## src/rtl/dreg_sequencer.sv

```systemverilog
// dreg_sequencer: runs one read-load-exchange-writeback transaction
// between the shared data memory port and the two-slot dreg block.
module dreg_sequencer #(
  parameter int HALF_W = 8,
  parameter int ADDR_W = 10,
  parameter int CNT_W  = 16
) (
  input  logic                clk_i,
  input  logic                rst_i,
  input  logic                start_i,
  input  logic [ADDR_W-1:0]   addr_a_i,
  input  logic [ADDR_W-1:0]   addr_b_i,
  input  logic                exch_i,
  output logic                ready_o,
  output logic                done_o,
  output logic [ADDR_W-1:0]   mem_addr_o,
  output logic                mem_rden_o,
  input  logic [2*HALF_W-1:0] mem_rdata_i,
  output logic                mem_wren_o,
  output logic [2*HALF_W-1:0] mem_wdata_o,
  output logic                dreg_sel_o,
  output logic                dreg_wren_o,
  output logic                dreg_exchange_o,
  output logic [2*HALF_W-1:0] dreg_data_o,
  input  logic [2*HALF_W-1:0] dreg_data_i,
  output logic [CNT_W-1:0]    txn_cnt_o
);

  typedef enum logic [2:0] {
    S_IDLE,
    S_RD_A,
    S_RD_B,
    S_LD_B,
    S_EXCH,
    S_WB_A,
    S_WB_B,
    S_DONE
  } state_t;

  state_t              state_q;
  state_t              state_d;
  logic [ADDR_W-1:0]   addr_a_q;
  logic [ADDR_W-1:0]   addr_b_q;
  logic                exch_q;
  logic [CNT_W-1:0]    cnt_q;

  always_ff @(posedge clk_i or posedge rst_i) begin
    if (rst_i) begin
      state_q  <= S_IDLE;
      addr_a_q <= '0;
      addr_b_q <= '0;
      exch_q   <= 1'b0;
      cnt_q    <= '0;
    end else begin
      state_q <= state_d;
      if (state_q == S_IDLE && start_i) begin
        addr_a_q <= addr_a_i;
        addr_b_q <= addr_b_i;
        exch_q   <= exch_i;
      end
      if (state_q == S_DONE && cnt_q != '1) begin
        cnt_q <= cnt_q + CNT_W'(1);
      end
    end
  end

  always_comb begin
    state_d         = state_q;
    ready_o         = 1'b0;
    done_o          = 1'b0;
    mem_addr_o      = '0;
    mem_rden_o      = 1'b0;
    mem_wren_o      = 1'b0;
    dreg_sel_o      = 1'b0;
    dreg_wren_o     = 1'b0;
    dreg_exchange_o = 1'b0;
    unique case (state_q)
      S_IDLE: begin
        ready_o = 1'b1;
        if (start_i) state_d = S_RD_A;
      end
      S_RD_A: begin
        mem_rden_o = 1'b1;
        mem_addr_o = addr_a_q;
        state_d    = S_RD_B;
      end
      // word A arrives here while word B is being read
      S_RD_B: begin
        mem_rden_o  = 1'b1;
        mem_addr_o  = addr_b_q;
        dreg_wren_o = 1'b1;
        state_d     = S_LD_B;
      end
      S_LD_B: begin
        dreg_wren_o = 1'b1;
        dreg_sel_o  = 1'b1;
        state_d     = exch_q ? S_EXCH : S_WB_A;
      end
      S_EXCH: begin
        dreg_exchange_o = 1'b1;
        state_d         = S_WB_A;
      end
      S_WB_A: begin
        mem_wren_o = 1'b1;
        mem_addr_o = addr_a_q;
        state_d    = S_WB_B;
      end
      S_WB_B: begin
        mem_wren_o = 1'b1;
        mem_addr_o = addr_b_q;
        dreg_sel_o = 1'b1;
        state_d    = S_DONE;
      end
      S_DONE: begin
        done_o  = 1'b1;
        state_d = S_IDLE;
      end
      default: state_d = S_IDLE;
    endcase
  end

  assign mem_wdata_o = dreg_data_i;
  assign dreg_data_o = mem_rdata_i;
  assign txn_cnt_o   = cnt_q;

endmodule

```

## config.mk

```make
export PLATFORM = sky130hd
export DESIGN_NAME = dreg_sequencer
export DESIGN_NICKNAME = d
export VERILOG_FILES = /design/src/rtl/dreg_sequencer.sv
export SDC_FILE = /design/constraint.sdc
export NUM_CORES = 1
export LEC_CHECK = 0
export ABC_AREA = 0
export BUFFER_PORTS_ARGS = -buffer_cell sky130_fd_sc_hd__buf_2
export CAP_MARGIN = 20
export CORE_MARGIN = 3
export CORE_UTILIZATION = 44
export DETAILED_ROUTE_END_ITERATION = 10
export PLACE_DENSITY = 0.79
export SLEW_MARGIN = 20
export SYNTH_ARGS = -nofsm -noshare
export SYNTH_HDL_FRONTEND = slang
export SYNTH_SLANG_ARGS = --single-unit
```

## constraint.sdc

```tcl
create_clock -name clk_i -period 1.9 [get_ports clk_i]
set_input_delay 0.19 -clock clk_i [delete_from_list [all_inputs] [get_ports clk_i]]
set_output_delay 0.19 -clock clk_i [all_outputs]
set_load 0.02 [all_outputs]
```

==> reports/qor.yml <==
synthesis:
  ys_types: 36
  netlist_area_um2: 2185
  synth-edff-count: 0
  synth_nets: 241
  synthCells: 184
  synth_area_per_cell_um2: 11.87
  synth_async_sr_flop_share: 1.000
  yosysWarnings: 0
  ys_dominant_reg_cell: "dfrtp_1"
  ys_ff_latch: 40
  ys_seq_area_frac: 0.4582
detailed_routing:
  final_antenna_net_count: 0
  first_pass_iters: 4
  drt-initial-drc-count: 25
  drc: 0
  routed_via_density: 5.014
  wl_um: 3980
  post_drt_wl_per_cell_um: 14.21
  vias: 1404
timing:
  tightestPinTransition_ns: 0.4952
  timing.slew.headroom: 0.6698
  timing.fmax_mhz: 553.4
  report.final.slew_viol_count: 0
  rsz0062_at_grt: "no"
  period_minus_slack_ns: 1.807
  tns_ns: 0
  setup_viol: 0
  hold_viol: 0
  period_share: 0.9511
  skew_ns: 0.006448
  worst_hold_slack_ns: 0.002319
cells_and_area:
  num_antenna_cells: 0
  final_nets: 269
  area_delta_synth_final_pct: 9.049
  drive_above_1_share: 0.4742
  n_fill_cell: 458
clocking:
  cts_root_buf: "clkbuf_8"
  post_cts_resized: 0
  post_cts_buffers: 0
  numCtsBuffers: 5
  path_clk_slew_ns: 0.08
  clkLatencyLatePin_ns: 0.29
  clockBufferDepth: 2
  cts-htree-levels: 2
  cts.sinks: 40
  cts_tree: "yes"
  cts_hold_buf: 0
setup_path:
  crit_type: "register to output port"
  r2r-end: "txn_cnt_o[1]$_DFFE_PP0P_"
  cp-startpoint: "state_q[0]$_DFFE_PP0P_"
  startpoint_type: "register"
  cp.required_ns: 1.71
  cp.arrival_ns: 1.62
  cp-endpoint: "mem_wren_o"
  slowest_stage: "dfrtp_1"
  crit_buf_inv: 1
  reg2reg_from: "txn_cnt_o[0]$_DFFE_PP0P_"
  path_max_fanout: 9
  rr_worst_depth: 5
  path_delay_family: "simple AND/OR/NAND/NOR gates"
  r2r_slack_ns: 0.18
  critPathCaptureType: "output port"
  slowest_delay_ns: 0.50
  path_cells: "nor2b_1 -> or2_2 -> and2_1 -> buf_2"
  worstSetupPathDepth: 4
floorplanning:
  rows: 25
  die_y_um: 76.46
  die_w_um: 76.46
  dieArea_um2: 5846
  start_util: 0.4595
  ioPinCount: 121
  coreArea_um2: 4755
power:
  vdd_drop_max_v: 0.0004816
  cellPowerDensity_nw_per_um2: 1481
  p_leak_uw: 0.001177
run:
  cap_violations: 0
place:
  place_congestion: 0.8012
  port_buffers: 56
  dp_hpwl_um: 2903
global_routing:
  grt_pass1_vias: 1454
  grt_usage: 0.1514
  grt_start_max_net_pins: 41
  grt_pass1_wl_um: 7058
  grt.overflow.total: 0
  antenna_found_initial: 0
hold_path:
  min_path_type: "primary input to async pin"
status:
  status: "finished, final reports clean"
[kinds of logic after synthesis]
family                     Yosys count  share of synthesized area
AOI/OAI and AO/OA                   19                    0.06415
and+or+nand+nor                     47                     0.1598
buffers and inverters               41                     0.1420
xor gates and xnor gates            13                    0.05212
DFF                                 40                     0.4582
adders and majority gates            1                   0.005726
muxes                               23                     0.1180
[cell usage after synthesis, drive strengths merged, types with 4 or more instances]
| library cell | n | area (µm²) |
|---|---|---|
| mux2 | 22 | 247.7 |
| nor2 | 5 | 21.27 |
| buf | 36 | 281.5 |
| nand3 | 9 | 57.56 |
| a21oi | 4 | 20.02 |
| nand2 | 5 | 18.77 |
| a22o | 10 | 87.58 |
| dfrtp | 40 | 1001 |
| xnor2 | 10 | 87.58 |
| nor2b | 4 | 25.02 |
| nand4 | 9 | 86.33 |
| and3 | 4 | 26.28 |
[how the worst min path moves through the flow]
stage | start | endpoint | slack, ns | depth (start not counted)
after floorplan | addr_b_i[5] | addr_b_q[5]$_DFFE_PP0P_ | 0.32 | 1
after global placement | rst_i | txn_cnt_o[7]$_DFFE_PP0P_ | 0.34 | 3
after detailed placement | rst_i | txn_cnt_o[8]$_DFFE_PP0P_ | 0.34 | 3
after CTS | rst_i | txn_cnt_o[8]$_DFFE_PP0P_ | 0.02 | 3
after global routing | rst_i | txn_cnt_o[8]$_DFFE_PP0P_ | 0.06 | 3
final | rst_i | txn_cnt_o[8]$_DFFE_PP0P_ | 0.002 | 3
[cell usage in the layout, fill, tap and decap left out, drive strengths merged, types with 4 or more instances in the layout]
| master | synthesis | final |
|---|---|---|
| buf | 36 | 60 |
| dfrtp | 40 | 40 |
| mux2 | 22 | 22 |
| xnor2 | 10 | 10 |
| a22o | 10 | 10 |
| nand3 | 9 | 9 |
| nand4 | 9 | 9 |
| clkbuf | 3 | 6 |
| nand2 | 5 | 5 |
| nor2 | 5 | 5 |
| nor2b | 4 | 4 |
| a21oi | 4 | 4 |
| and3 | 4 | 4 |
[metrics by stage]
step / cells / setup WS [ns] / power [µW] / utilization / cell area (µm²)
detailed placement: 272 / 0.1935 / 2990 / 0.4813 / 2288
finish: 280 / 0.09298 / 3527 / 0.5011 / 2382
global placement: 272 / 0.2546 / 2937 / 0.4813 / 2288
global route: 280 / 0.001068 / 3772 / 0.5011 / 2382
CTS: 280 / 0.04957 / 3575 / 0.5008 / 2381
floorplan: 184 / 0.2118 / 2674 / - / 2185
[power breakdown]
| part | total (µW) | internal, µW | switching, µW |
|---|---|---|---|
| sequential | 1460 | 1170 | 287 |
| combinational | 1490 | 703 | 792 |
| clock | 577 | 290 | 287 |
| total | 3530 | 2160 | 1370 |
[sequential cells by signal, summed over array words and instances (netlist names)]
signal and cells:
addr_b_q 10, addr_a_q 10, txn_cnt_o 16, state_q 3, exch_q 1
[routing by layer]
layer / part of all wire / track usage / up-vias
met3: 0.076 / 0.05674 / 13
met2: 0.47 / 0.2355 / 52
met5: 0 / 0 / -
li1: - / - / 674
met4: 0.022 / 0.07790 / 0
met1: 0.43 / 0.1830 / 665
[final cells by class]
class	count	area, µm²	area share
Clock buffer	6	82.58	0.03466
Clock inverter	2	10.01	0.004202
Inverter	2	7.507	0.003151
Multi-Input combinational cell	103	873.3	0.3666
Sequential cell	40	1002	0.4207
Tap cell	67	83.83	0.03519
Timing Repair Buffer	60	322.8	0.1355
[worst register-to-register path, cell delays in order (launching register included)]
cell and delay (ns):
dfrtp_1 0.43, ha_1 0.29, nand3_1 0.20, nor2_1 0.10, a21oi_1 0.24, mux2_2 0.36
Note: power is estimated with default switching activity, not from simulation.
